==> src/rtl/sumador_serial_5bits_pkg.sv <==
// Shared calculator definitions: operand width, FSM encoding and the
// majority helper used by the bit-serial full-adder cell.
package sumador_serial_5bits_pkg;

    localparam int CALC_WIDTH = 5;
    localparam int CNT_W      = $clog2(CALC_WIDTH);

    localparam logic [1:0] ST_IDLE  = 2'd0;
    localparam logic [1:0] ST_SHIFT = 2'd1;
    localparam logic [1:0] ST_DONE  = 2'd2;

    typedef enum logic [1:0] {
        IDLE  = ST_IDLE,
        SHIFT = ST_SHIFT,
        DONE  = ST_DONE
    } state_e;

    function automatic logic maj3(input logic x, input logic y, input logic z);
        return (x & y) | (x & z) | (y & z);
    endfunction

endpackage

==> src/rtl/sumador_serial_5bits_suma.sv <==
// Combinational one-bit full-adder cell; carry storage lives in the caller.
module suma_0
    import sumador_serial_5bits_pkg::*;
(
    input  logic a,
    input  logic b,
    input  logic cin,
    output logic s,
    output logic cout
);

    assign s    = a ^ b ^ cin;
    assign cout = maj3(a, b, cin);

endmodule

==> src/rtl/sumador_serial_5bits.sv <==
// Bit-serial unsigned adder: LSB-first through one full-adder cell, one bit
// per clock, with a registered WIDTH+1 result and a one-cycle done pulse.
module sumador_serial_5bits
    import sumador_serial_5bits_pkg::*;
#(
    parameter int WIDTH = CALC_WIDTH
) (
    input  logic             clk,
    input  logic             rst,
    input  logic             start,
    input  logic [WIDTH-1:0] a,
    input  logic [WIDTH-1:0] b,
    output logic [WIDTH:0]   x,
    output logic             busy,
    output logic             done
);

    localparam int CW = $clog2(WIDTH);
    localparam logic [CW-1:0] CNT_LAST = CW'(WIDTH - 1);

    state_e           state_q, state_d;
    logic [WIDTH-1:0] a_sh_q, a_sh_d;
    logic [WIDTH-1:0] b_sh_q, b_sh_d;
    logic [WIDTH-1:0] acc_q, acc_d;
    logic             carry_q, carry_d;
    logic [CW-1:0]    cnt_q, cnt_d;
    logic [WIDTH:0]   x_q, x_d;
    logic             fa_sum;
    logic             fa_cout;

    suma_0 u_suma (
        .a    (a_sh_q[0]),
        .b    (b_sh_q[0]),
        .cin  (carry_q),
        .s    (fa_sum),
        .cout (fa_cout)
    );

    // Next-state and datapath update; DONE accepts a new start like IDLE.
    always_comb begin
        state_d = state_q;
        a_sh_d  = a_sh_q;
        b_sh_d  = b_sh_q;
        acc_d   = acc_q;
        carry_d = carry_q;
        cnt_d   = cnt_q;
        x_d     = x_q;
        case (state_q)
            IDLE, DONE: begin
                if (start) begin
                    a_sh_d  = a;
                    b_sh_d  = b;
                    acc_d   = {WIDTH{1'b0}};
                    carry_d = 1'b0;
                    cnt_d   = {CW{1'b0}};
                    state_d = SHIFT;
                end else begin
                    state_d = IDLE;
                end
            end
            SHIFT: begin
                a_sh_d  = {1'b0, a_sh_q[WIDTH-1:1]};
                b_sh_d  = {1'b0, b_sh_q[WIDTH-1:1]};
                acc_d   = {fa_sum, acc_q[WIDTH-1:1]};
                carry_d = fa_cout;
                cnt_d   = cnt_q + {{(CW-1){1'b0}}, 1'b1};
                if (cnt_q == CNT_LAST) begin
                    x_d     = {fa_cout, acc_d};
                    state_d = DONE;
                end else begin
                    state_d = SHIFT;
                end
            end
            default: begin
                state_d = IDLE;
            end
        endcase
    end

    // FSM state register.
    always_ff @(posedge clk or posedge rst) begin
        if (rst) state_q <= IDLE;
        else     state_q <= state_d;
    end

    // Operand shift registers.
    always_ff @(posedge clk or posedge rst) begin
        if (rst) begin
            a_sh_q <= {WIDTH{1'b0}};
            b_sh_q <= {WIDTH{1'b0}};
        end else begin
            a_sh_q <= a_sh_d;
            b_sh_q <= b_sh_d;
        end
    end

    // Carry flip-flop and bit counter.
    always_ff @(posedge clk or posedge rst) begin
        if (rst) begin
            carry_q <= 1'b0;
            cnt_q   <= {CW{1'b0}};
        end else begin
            carry_q <= carry_d;
            cnt_q   <= cnt_d;
        end
    end

    // Partial-sum accumulator, filled from the MSB end.
    always_ff @(posedge clk or posedge rst) begin
        if (rst) acc_q <= {WIDTH{1'b0}};
        else     acc_q <= acc_d;
    end

    // Result register; only written on completion so partial sums never show.
    always_ff @(posedge clk or posedge rst) begin
        if (rst) x_q <= {(WIDTH+1){1'b0}};
        else     x_q <= x_d;
    end

    assign x    = x_q;
    assign busy = (state_q == SHIFT);
    assign done = (state_q == DONE);

endmodule

==> config.mk <==
export PLATFORM = sky130hd
export DESIGN_NAME = sumador_serial_5bits
export DESIGN_NICKNAME = d
export VERILOG_FILES = /design/src/rtl/sumador_serial_5bits_pkg.sv /design/src/rtl/sumador_serial_5bits_suma.sv /design/src/rtl/sumador_serial_5bits.sv
export SDC_FILE = /design/constraint.sdc
export NUM_CORES = 1
export LEC_CHECK = 0
export ABC_AREA = 1
export BUFFER_PORTS_ARGS = -buffer_cell sky130_fd_sc_hd__buf_4
export CORE_ASPECT_RATIO = 0.8
export CORE_MARGIN = 10
export CORE_UTILIZATION = 54
export DETAILED_ROUTE_END_ITERATION = 10
export PLACE_DENSITY = 0.82
export SETUP_SLACK_MARGIN = 0.5
export SLEW_MARGIN = 20
export SYNTH_ARGS = -nofsm -noshare
export SYNTH_HDL_FRONTEND = slang
export SYNTH_SLANG_ARGS = --single-unit
==> constraint.sdc <==
create_clock -name clk -period 1.7 [get_ports clk]
set_clock_uncertainty 0.05 [all_clocks]
set_input_delay 0.255 -clock clk [delete_from_list [all_inputs] [get_ports clk]]
set_output_delay 0.255 -clock clk [all_outputs]
set_load 0.01 [all_outputs]
Word-level counts from Yosys, hierarchy flattened
Cells that the tools add are included.
- register bits: 27
- bits in latches: 0
- bits in writable memories: 0
- ROM bits: 0
- word-level logic and storage cells: 37
- memories: 0
- add/sub/neg operators: 1
- multiply operators: 0
- divide/modulo/power cells: 0
- order comparisons: 0
- equal/unequal tests: 4
- shift-type cells: 0
- multiplexer cells: 13
- bitwise operators: 7
- reductions and logical operators: 5
- operator list (kind ; count):
    $pmux 5 s2 ; 3
    $mux 5 ; 3
    $pmux 3 s2 ; 1
    $pmux 2 s2 ; 1
    $reduce_and 2->1 ; 2
    $add 3x1->3 const B ; 1
    $and 1x1->1 ; 3
    $eq 3x3->1 const B ; 1
    $mux 3 ; 1
    $eq 2x1->1 const B ; 1
    $eq 2x2->1 const B ; 1
    $logic_not 2->1 ; 1
    $mux 1 ; 2
    $mux 2 ; 1
    $ne 2x2->1 const B ; 1
    $or 1x1->1 ; 2
    $pmux 1 s2 ; 1
    $reduce_bool 2->1 ; 1
    $reduce_or 2->1 ; 1
    $xor 1x1->1 ; 2

Logic depth before layout (Yosys ltp)
Gate-level depths: netlist of the first run.
- depth after elaboration: 4
- gate-level depth with buffers: 8
- depth with buffers taken out: 8

Modules after synthesis
Synthesis of the first run repeated with hierarchy kept, for this count alone.
- cell total of the unflattened synthesis: 148
- area total of the unflattened synthesis: 1277.5 µm²
- modules (own cells, without submodules) (module ; instances ; cells each ; area an instance (µm²)):
    sumador_serial_5bits ; 1 ; 147 ; 1257.5
    suma_0 ; 1 ; 1 ; 20.0

Worst setup path after synthesis of the first run
No wires, ideal clock.
- path kind: reg2reg
- start point: register carry_q
- end point: register acc_q[4]
- setup time: 0.126 ns
- arrival time: 0.988 ns
- data required time: 1.524 ns
- path slack: 0.535 ns
- stages on the path, launching flop included: 4
- buffers on the path: 0
- period minus slack after synthesis: 1.165 ns
- cell sequence: dfrtp_1 -> fa_1 -> nand2_1 -> o21ai_0
- longest elaborated chain between the ends: 2
- ends and longest elaborated chain (what ; line ; RTL):
    from (decl) ; sumador_serial_5bits.sv:25 ; logic carry_q, carry_d;
    from (signal assigned) ; sumador_serial_5bits.sv:103 ; carry_q <= carry_d;
    $xor 1x1->1 ; sumador_serial_5bits_suma.sv:12 ; assign s = a ^ b ^ cin;
    net fa_sum ; sumador_serial_5bits.sv:28 ; logic fa_sum;
    $pmux 5 s2 ; sumador_serial_5bits.sv:48 ; case (state_q)
    to (signal assigned) ; sumador_serial_5bits.sv:110 ; if (rst) acc_q <= {WIDTH{1'b0}};
    to (decl) ; sumador_serial_5bits.sv:24 ; logic [WIDTH-1:0] acc_q, acc_d;
The timed path passes the listed nets, and every way through them passes these cells.
A chain may end at the register's enable or synchronous reset.

Worst setup path in the final report of the first run
- start point: register state_q[0]
- end point: output port busy
- longest elaborated chain between the ends: 1
- ends and longest elaborated chain (what ; line ; RTL):
    from (decl) ; sumador_serial_5bits.sv:21 ; state_e state_q, state_d;
    from (signal assigned) ; sumador_serial_5bits.sv:83 ; else state_q <= state_d;
    $eq 2x1->1 ; sumador_serial_5bits.sv:121 ; assign busy = (state_q == SHIFT);
    to (decl) ; sumador_serial_5bits.sv:14 ; output logic busy,
No other way between the ends.

==> results of run 1 <==
[metal layers]
layer,wire [um],global-route usage [%],vias up
met1,1270,15.4,537
met2,1650,20.1,50
met3,260,4.38,6
met5,0,0,-
met4,55,2.05,0
li1,-,-,532
[repair_timing]
action	in CTS	in global routing
endpoints found under the hold margin	26	0
hold buffers	1	0
setup endpoints to repair	20	33
cloned	1	2
pin swaps	3	3
gates resized for setup	18	16
setup buffers	7	4
[power by group]
| group | leakage [nW] | internal [W] | switching [W] |
|---|---|---|---|
| registers | 0.327 | 0.000900 | 0.000170 |
| clock network | 0.0210 | 0.000131 | 0.000187 |
| logic | 0.576 | 0.000839 | 0.00111 |
[synthesized netlist by cell type]
master,count,area (um^2)
sky130_fd_sc_hd__clkbuf_8,1,13.8
sky130_fd_sc_hd__nor2_1,1,3.75
sky130_fd_sc_hd__fa_1,1,20.0
sky130_fd_sc_hd__o21ai_0,8,40.0
sky130_fd_sc_hd__inv_2,2,7.51
sky130_fd_sc_hd__nand2_1,49,184
sky130_fd_sc_hd__buf_6,1,11.3
sky130_fd_sc_hd__nor2_4,1,11.3
sky130_fd_sc_hd__inv_4,1,6.26
sky130_fd_sc_hd__nand2_2,1,6.26
sky130_fd_sc_hd__nand3_1,17,85.1
sky130_fd_sc_hd__nand2_8,2,40.0
sky130_fd_sc_hd__o21ai_2,6,52.6
sky130_fd_sc_hd__buf_8,1,15.0
sky130_fd_sc_hd__ha_1,2,25.0
sky130_fd_sc_hd__inv_1,28,105
sky130_fd_sc_hd__dfrtp_1,26,651
[logic make-up (layout without fill, tap and decap cells)]
logic type / count (synthesis) / in the layout / synth area share (%)
simple gates: 71 / 74 / 25.9
flops: 26 / 26 / 50.9
compound gates: 14 / 14 / 7.25
buf+inv: 34 / 69 / 12.4
fa+ha+maj: 3 / 3 / 3.53
[final cells by class]
class                           count  area share, %
Multi-Input combinational cell     91           31.8
Timing Repair Buffer               34           18.5
Clock buffer                        4           2.13
Tap cell                           25           1.83
Sequential cell                    26           38.1
Inverter                           31           7.55
[sequential cells by signal, indices dropped and copies added (netlist names)]
name,cells
x,6
a_sh_q,5
b_sh_q,5
acc_q,4
cnt_q,3
state_q,2
carry_q,1
[critical path, delay by kind of cell (launching register included)]
| kind | cells | cell delay [ps] |
|---|---|---|
| flops | 1 | 430 |
| simple gates | 1 | 40 |
| buf+inv | 3 | 300 |
[worst paths after layout]
kind	startpoint	to	slack, ps	depth (start not counted)
max reg2reg	state_q[0]$_DFF_PP0_	b_sh_q[3]$_DFFE_PP0P_	310	7
min	a[4]	a_sh_q[4]$_DFFE_PP0P_	80	3
min in group asynchronous	rst	b_sh_q[4]$_DFFE_PP0P_	470	4
max in group asynchronous	rst	a_sh_q[2]$_DFFE_PP0P_	870	4
max	state_q[0]$_DFF_PP0_	busy	300	4
min reg2reg	a_sh_q[1]$_DFFE_PP0P_	a_sh_q[1]$_DFFE_PP0P_	450	2
[metrics by stage]
step,std cells,utilization (%),setup WS [ps]
after floorplan,148,-,535
after detailed placement,192,65.3,396
after global placement,192,65.3,471
after global routing,211,77.7,235
final,211,77.7,299
after CTS,205,73.3,287
==> impl_metrics.prom, run 1 <==
# TYPE chip_impl_metric gauge
chip_impl_info{name="run_status",value="complete, no violations"} 1
chip_impl_metric{name="irDropWorstVdd",unit="mV"} 1.43
chip_impl_info{name="final_cell_mix",value="sky130_fd_sc_hd__nand2_1, sky130_fd_sc_hd__inv_1, sky130_fd_sc_hd__dfrtp_1, sky130_fd_sc_hd__buf_4, sky130_fd_sc_hd__nand3_1"} 1
chip_impl_metric{name="placed_cell_area",unit="um^2"} 1430
chip_impl_metric{name="core_area",unit="um^2"} 2200
chip_impl_metric{name="n_fill_cell",unit=""} 150
chip_impl_metric{name="pwr_total",unit="W"} 0.00334
chip_impl_metric{name="die_h",unit="um"} 63.5
chip_impl_metric{name="finalHoldViolations",unit=""} 0
chip_impl_metric{name="critical_path_peak_fanout",unit=""} 2
chip_impl_info{name="type_of_destination_of_the_critical_path",value="primary output"} 1
chip_impl_metric{name="grt_first_pass_wirelength",unit="um"} 4860
chip_impl_metric{name="first_global_vias",unit=""} 1063
chip_impl_metric{name="final-max-slew-violation-count",unit=""} 0
chip_impl_metric{name="worst_skew_pair.late_latency",unit="ps"} 330
chip_impl_info{name="most_frequent_standard_cell_in_the_layout_excluding_fill_and_tap_cells",value="sky130_fd_sc_hd__nand2_1"} 1
chip_impl_metric{name="clock.fmax",unit="GHz"} 0.714
chip_impl_metric{name="fp-row-count",unit=""} 15
chip_impl_metric{name="area.sequential",unit="um^2"} 651
chip_impl_metric{name="h-tree-depth",unit=""} 1
chip_impl_metric{name="worstPathRequired",unit="ps"} 1390
chip_impl_metric{name="die_w",unit="um"} 74.4
chip_impl_metric{name="finalCriticalPeriod",unit="ps"} 1400
chip_impl_metric{name="global_route.overflow_total",unit=""} 0
chip_impl_metric{name="antennaDiodeCount",unit=""} 0
chip_impl_metric{name="finish.net_count",unit=""} 203
chip_impl_metric{name="netlist_area",unit="um^2"} 1280
chip_impl_info{name="rsz0062_at_grt",value="true"} 1
chip_impl_metric{name="die_area",unit="um^2"} 4720
chip_impl_metric{name="timing_worst_slew_pin_value",unit="ps"} 347
chip_impl_metric{name="drt-total-wl",unit="um"} 3240
chip_impl_metric{name="tritoncts.num_buffers",unit=""} 3
chip_impl_metric{name="ports_placed_on_the_boundary",unit=""} 21
chip_impl_info{name="critPathKind",value="reg -> out"} 1
chip_impl_metric{name="whs",unit="ps"} 78.1
chip_impl_metric{name="drt.antenna.violating_nets",unit=""} 0
chip_impl_metric{name="drive_gt1_share",unit="%"} 32.3
chip_impl_metric{name="groute.usage.overall",unit="%"} 12.4
chip_impl_metric{name="vias_per_cell",unit=""} 5.33
chip_impl_metric{name="setup-tns-final",unit="ps"} 0
chip_impl_metric{name="yosysWarnings",unit=""} 0
chip_impl_metric{name="tcrit_tclk_final",unit="%"} 82.4
chip_impl_metric{name="clkTransAtPathRegs",unit="ps"} 140
chip_impl_metric{name="max_stage_delay",unit="ps"} 430
chip_impl_metric{name="antenna_found_initial",unit=""} 0
chip_impl_info{name="critical_path.most_common_cell",value="sky130_fd_sc_hd__buf_6"} 1
chip_impl_metric{name="first_iter_violations",unit=""} 93
chip_impl_metric{name="synth_sequential_area_ratio",unit="%"} 50.9
chip_impl_metric{name="synth.lib_cells_used.distinct",unit=""} 17
chip_impl_metric{name="start_util",unit="%"} 58.2
chip_impl_metric{name="synth.avg_cell_area",unit="um^2"} 8.63
chip_impl_metric{name="multi_input_logic_area",unit="um^2"} 543
chip_impl_metric{name="drc",unit=""} 0
chip_impl_info{name="tritoncts",value="yes"} 1
chip_impl_metric{name="p_leak",unit="nW"} 0.925
chip_impl_info{name="hold_path.class",value="in -> reg"} 1
chip_impl_metric{name="max-clock-path-buffers",unit=""} 2
chip_impl_metric{name="average_detailed_routed_wire_length_per_instance",unit="um"} 15.3
chip_impl_metric{name="first_drt_pass_iteration_count",unit=""} 4
chip_impl_metric{name="io_buffers",unit=""} 20
chip_impl_metric{name="postSynthCellCount",unit=""} 148
chip_impl_info{name="root_buffer",value="sky130_fd_sc_hd__clkbuf_4"} 1
chip_impl_metric{name="postSynthNetCount",unit=""} 164
chip_impl_metric{name="final_design_area_no_fill",unit="um^2"} 1710
chip_impl_metric{name="max_slew_margin",unit="%"} 76.8
chip_impl_metric{name="dp_hpwl",unit="um"} 1830
chip_impl_metric{name="ys_seq_elements",unit=""} 26
chip_impl_metric{name="setup_viol_count_final",unit=""} 0
chip_impl_metric{name="max_cap_violations",unit=""} 0
chip_impl_info{name="timing.critical_path.from_type",value="flip-flop"} 1
chip_impl_metric{name="grt_start_max_net_pins",unit=""} 27
chip_impl_metric{name="routed-via-count",unit=""} 1125
chip_impl_metric{name="finalWeightedCongestion",unit=""} 0.799
chip_impl_metric{name="cp_data_arrival_time",unit="ps"} 1100
chip_impl_metric{name="layout-area-overhead-vs-synth",unit="%"} 33.6
chip_impl_info{name="cp_cell_instances",value="buf_6 > inv_4 > nor2_4 > buf_6"} 1
chip_impl_metric{name="clock_net_sink_count",unit=""} 26
chip_impl_metric{name="p_per_area",unit="nW/um^2"} 1960
chip_impl_info{name="max_stage_delay_cell_worst_path",value="sky130_fd_sc_hd__dfrtp_1"} 1
(Power assumes the default switching activity.)
==> run 2: changes to the inputs <==
Clock period 1.7 ns to 1.45 ns, I/O delays scaled along.
==> impl_metrics.prom, run 2 (synthesis results as in run 1) <==
# TYPE chip_impl_metric gauge
chip_impl_info{name="critPathKind",value="reg -> out"} 1
chip_impl_info{name="final_cell_mix",value="sky130_fd_sc_hd__nand2_1, sky130_fd_sc_hd__buf_4, sky130_fd_sc_hd__dfrtp_1, sky130_fd_sc_hd__inv_1, sky130_fd_sc_hd__buf_6"} 1
chip_impl_metric{name="drc",unit=""} 0
chip_impl_metric{name="finalCriticalPeriod",unit="ps"} 1490
chip_impl_metric{name="worstPathRequired",unit="ps"} 1180
chip_impl_metric{name="timing_worst_slew_pin_value",unit="ps"} 339
chip_impl_metric{name="worst_skew_pair.late_latency",unit="ps"} 360
chip_impl_metric{name="drt.antenna.violating_nets",unit=""} 0
chip_impl_info{name="tritoncts",value="yes"} 1
chip_impl_metric{name="cp_data_arrival_time",unit="ps"} 1220
chip_impl_metric{name="final_critical_path_setup_slack",unit="ps"} -41.6
chip_impl_metric{name="drt-total-wl",unit="um"} 5040
chip_impl_metric{name="tcrit_tclk_final",unit="%"} 103
chip_impl_metric{name="clkTransAtPathRegs",unit="ps"} 150
chip_impl_info{name="critical_path.top_delay_family",value="flip-flops"} 1
chip_impl_metric{name="first_global_vias",unit=""} 1290
chip_impl_metric{name="final_design_area_no_fill",unit="um^2"} 2080
chip_impl_metric{name="max_cap_violations",unit=""} 0
chip_impl_info{name="violations_in_the_final_reports",value="negative hold slack, negative setup slack"} 1
chip_impl_metric{name="setup_viol_count_final",unit=""} 2
chip_impl_metric{name="first_drt_pass_iteration_count",unit=""} 4
chip_impl_metric{name="largest_reg_flops",unit=""} 6
chip_impl_metric{name="finalWeightedCongestion",unit=""} 0.770
chip_impl_metric{name="final-max-slew-violation-count",unit=""} 0
chip_impl_metric{name="die_w",unit="um"} 74.4
chip_impl_info{name="gr-max-usage-layer",value="met2"} 1
chip_impl_metric{name="tritoncts.num_buffers",unit=""} 3
chip_impl_metric{name="start_util",unit="%"} 58.2
chip_impl_metric{name="first_iter_violations",unit=""} 95
chip_impl_metric{name="die_area",unit="um^2"} 4720
chip_impl_metric{name="ports_placed_on_the_boundary",unit=""} 21
chip_impl_info{name="max_stage_delay_cell_worst_path",value="sky130_fd_sc_hd__dfrtp_2"} 1
chip_impl_metric{name="dp_hpwl",unit="um"} 1900
chip_impl_metric{name="whs",unit="ps"} -2.08
chip_impl_metric{name="antenna_found_initial",unit=""} 0
chip_impl_metric{name="average_detailed_routed_wire_length_per_instance",unit="um"} 22.0
chip_impl_metric{name="max_stage_delay",unit="ps"} 440
chip_impl_metric{name="clock.fmax",unit="GHz"} 0.670
chip_impl_metric{name="max-clock-path-buffers",unit=""} 2
chip_impl_metric{name="clock_net_sink_count",unit=""} 26
chip_impl_metric{name="place.detailed.instances",unit=""} 193
chip_impl_info{name="root_buffer",value="sky130_fd_sc_hd__clkbuf_4"} 1
chip_impl_metric{name="routed-via-count",unit=""} 1344
chip_impl_info{name="cp_cell_instances",value="inv_2 > nor2_4 > buf_6 > buf_6"} 1
chip_impl_metric{name="antennaDiodeCount",unit=""} 0
chip_impl_info{name="rsz0062_at_grt",value="true"} 1
chip_impl_metric{name="layout-area-overhead-vs-synth",unit="%"} 62.8
chip_impl_metric{name="worst-path-buf-inv",unit=""} 3
chip_impl_metric{name="critical_path_peak_fanout",unit=""} 3
chip_impl_metric{name="io_buffers",unit=""} 20
chip_impl_metric{name="global_route.overflow_total",unit=""} 0
chip_impl_metric{name="fp-row-count",unit=""} 15
chip_impl_metric{name="finish.net_count",unit=""} 221
chip_impl_metric{name="p_per_area",unit="nW/um^2"} 2580
chip_impl_metric{name="groute.usage.overall",unit="%"} 15.9
chip_impl_metric{name="n_fill_cell",unit=""} 53
chip_impl_metric{name="max_slew_margin",unit="%"} 77.4
chip_impl_metric{name="grt_first_pass_wirelength",unit="um"} 6010
chip_impl_info{name="timing.critical_path.from_type",value="flip-flop"} 1
chip_impl_metric{name="drive_gt1_share",unit="%"} 56.4
chip_impl_metric{name="die_h",unit="um"} 63.5
chip_impl_metric{name="irDropWorstVdd",unit="mV"} 2.11
chip_impl_metric{name="placed_cell_area",unit="um^2"} 1510
chip_impl_metric{name="use_met1",unit="%"} 18.8
chip_impl_metric{name="finalHoldViolations",unit=""} 1
chip_impl_metric{name="vias_per_cell",unit=""} 5.87
chip_impl_info{name="hold_path.class",value="in -> reg"} 1
chip_impl_info{name="run_status",value="finished with violations"} 1
chip_impl_info{name="most_frequent_standard_cell_in_the_layout_excluding_fill_and_tap_cells",value="sky130_fd_sc_hd__nand2_1"} 1
chip_impl_info{name="type_of_destination_of_the_critical_path",value="primary output"} 1
chip_impl_metric{name="p_leak",unit="nW"} 1.08
chip_impl_metric{name="h-tree-depth",unit=""} 1
chip_impl_info{name="critical_path.most_common_cell",value="sky130_fd_sc_hd__buf_6"} 1
chip_impl_metric{name="final-instance-count-excl-fill",unit=""} 229
chip_impl_metric{name="grt_start_max_net_pins",unit=""} 27
chip_impl_metric{name="gr-usage-met3",unit="%"} 5.63
chip_impl_metric{name="groute.layer.met2.usage",unit="%"} 25.8
chip_impl_metric{name="core_area",unit="um^2"} 2200
-- run 2: cell type report --
class,count,area (um^2),share of cell area (%)
clock buffer,4,36.3,1.74
inverter,31,144,6.92
multi-input combinational,90,708,34.1
sequential,26,652,31.3
tap,25,31.3,1.50
timing repair buffer,53,508,24.4
-- run 2: power by group --
part | total, W | internal (W) | switching [W]
logic | 0.00363 | 0.00168 | 0.00196
clock network | 0.000400 | 0.000155 | 0.000245
registers | 0.00133 | 0.00106 | 0.000273
total | 0.00537 | 0.00289 | 0.00247
-- run 2: worst paths after layout --
check / startpoint / to / slack [ps] / depth (start not counted)
worst max-delay path: state_q[0]$_DFF_PP0_ / busy / -40 / 4
worst min-delay path: b[4] / b_sh_q[4]$_DFFE_PP0P_ / -2 / 3
worst max register to register: state_q[0]$_DFF_PP0_ / b_sh_q[3]$_DFFE_PP0P_ / 50 / 8
worst min register to register: b_sh_q[2]$_DFFE_PP0P_ / b_sh_q[2]$_DFFE_PP0P_ / 470 / 2
max in group asynchronous: rst / state_q[0]$_DFF_PP0_ / 630 / 4
min in group asynchronous: rst / x[0]$_DFFE_PP0P_ / 450 / 4
-- run 2: metal layers --
metal  share of wire (%)  vias to the layer above
met4                 3.7                        0
met2                  51                      110
met1                  35                      646
met5                   0                        -
li1                    -                      564
met3                  11                       24
-- run 2: stage by stage --
stage               hold WS [ps]  power [W]  setup WS (ps)  setup TNS (ps)  util [%]
floorplan                    208    0.00261            296               0         -
global placement             244    0.00293            138               0      68.9
detailed placement           247    0.00303            101               0      68.9
CTS                         45.3    0.00431           52.6               0      85.4
global route                1.91    0.00562          -65.1            -117      94.7
finish                     -2.08    0.00537          -41.6           -69.4      94.7
-- run 2: what timing repair did --
action                                  4_1_cts  5_1_grt
endpoints found under the hold margin        26        0
setup buffers                                25        4
pin swaps                                     6       11
endpoints found under the setup margin       34       34
cloned                                        2        0
hold buffers                                  1        0
resized for setup                            25       49
-- run 2: tightest hold or removal path: stages --
cell	delay, ps
sky130_fd_sc_hd__buf_4	80
sky130_fd_sc_hd__nand2_2	50
sky130_fd_sc_hd__o21ai_2	40
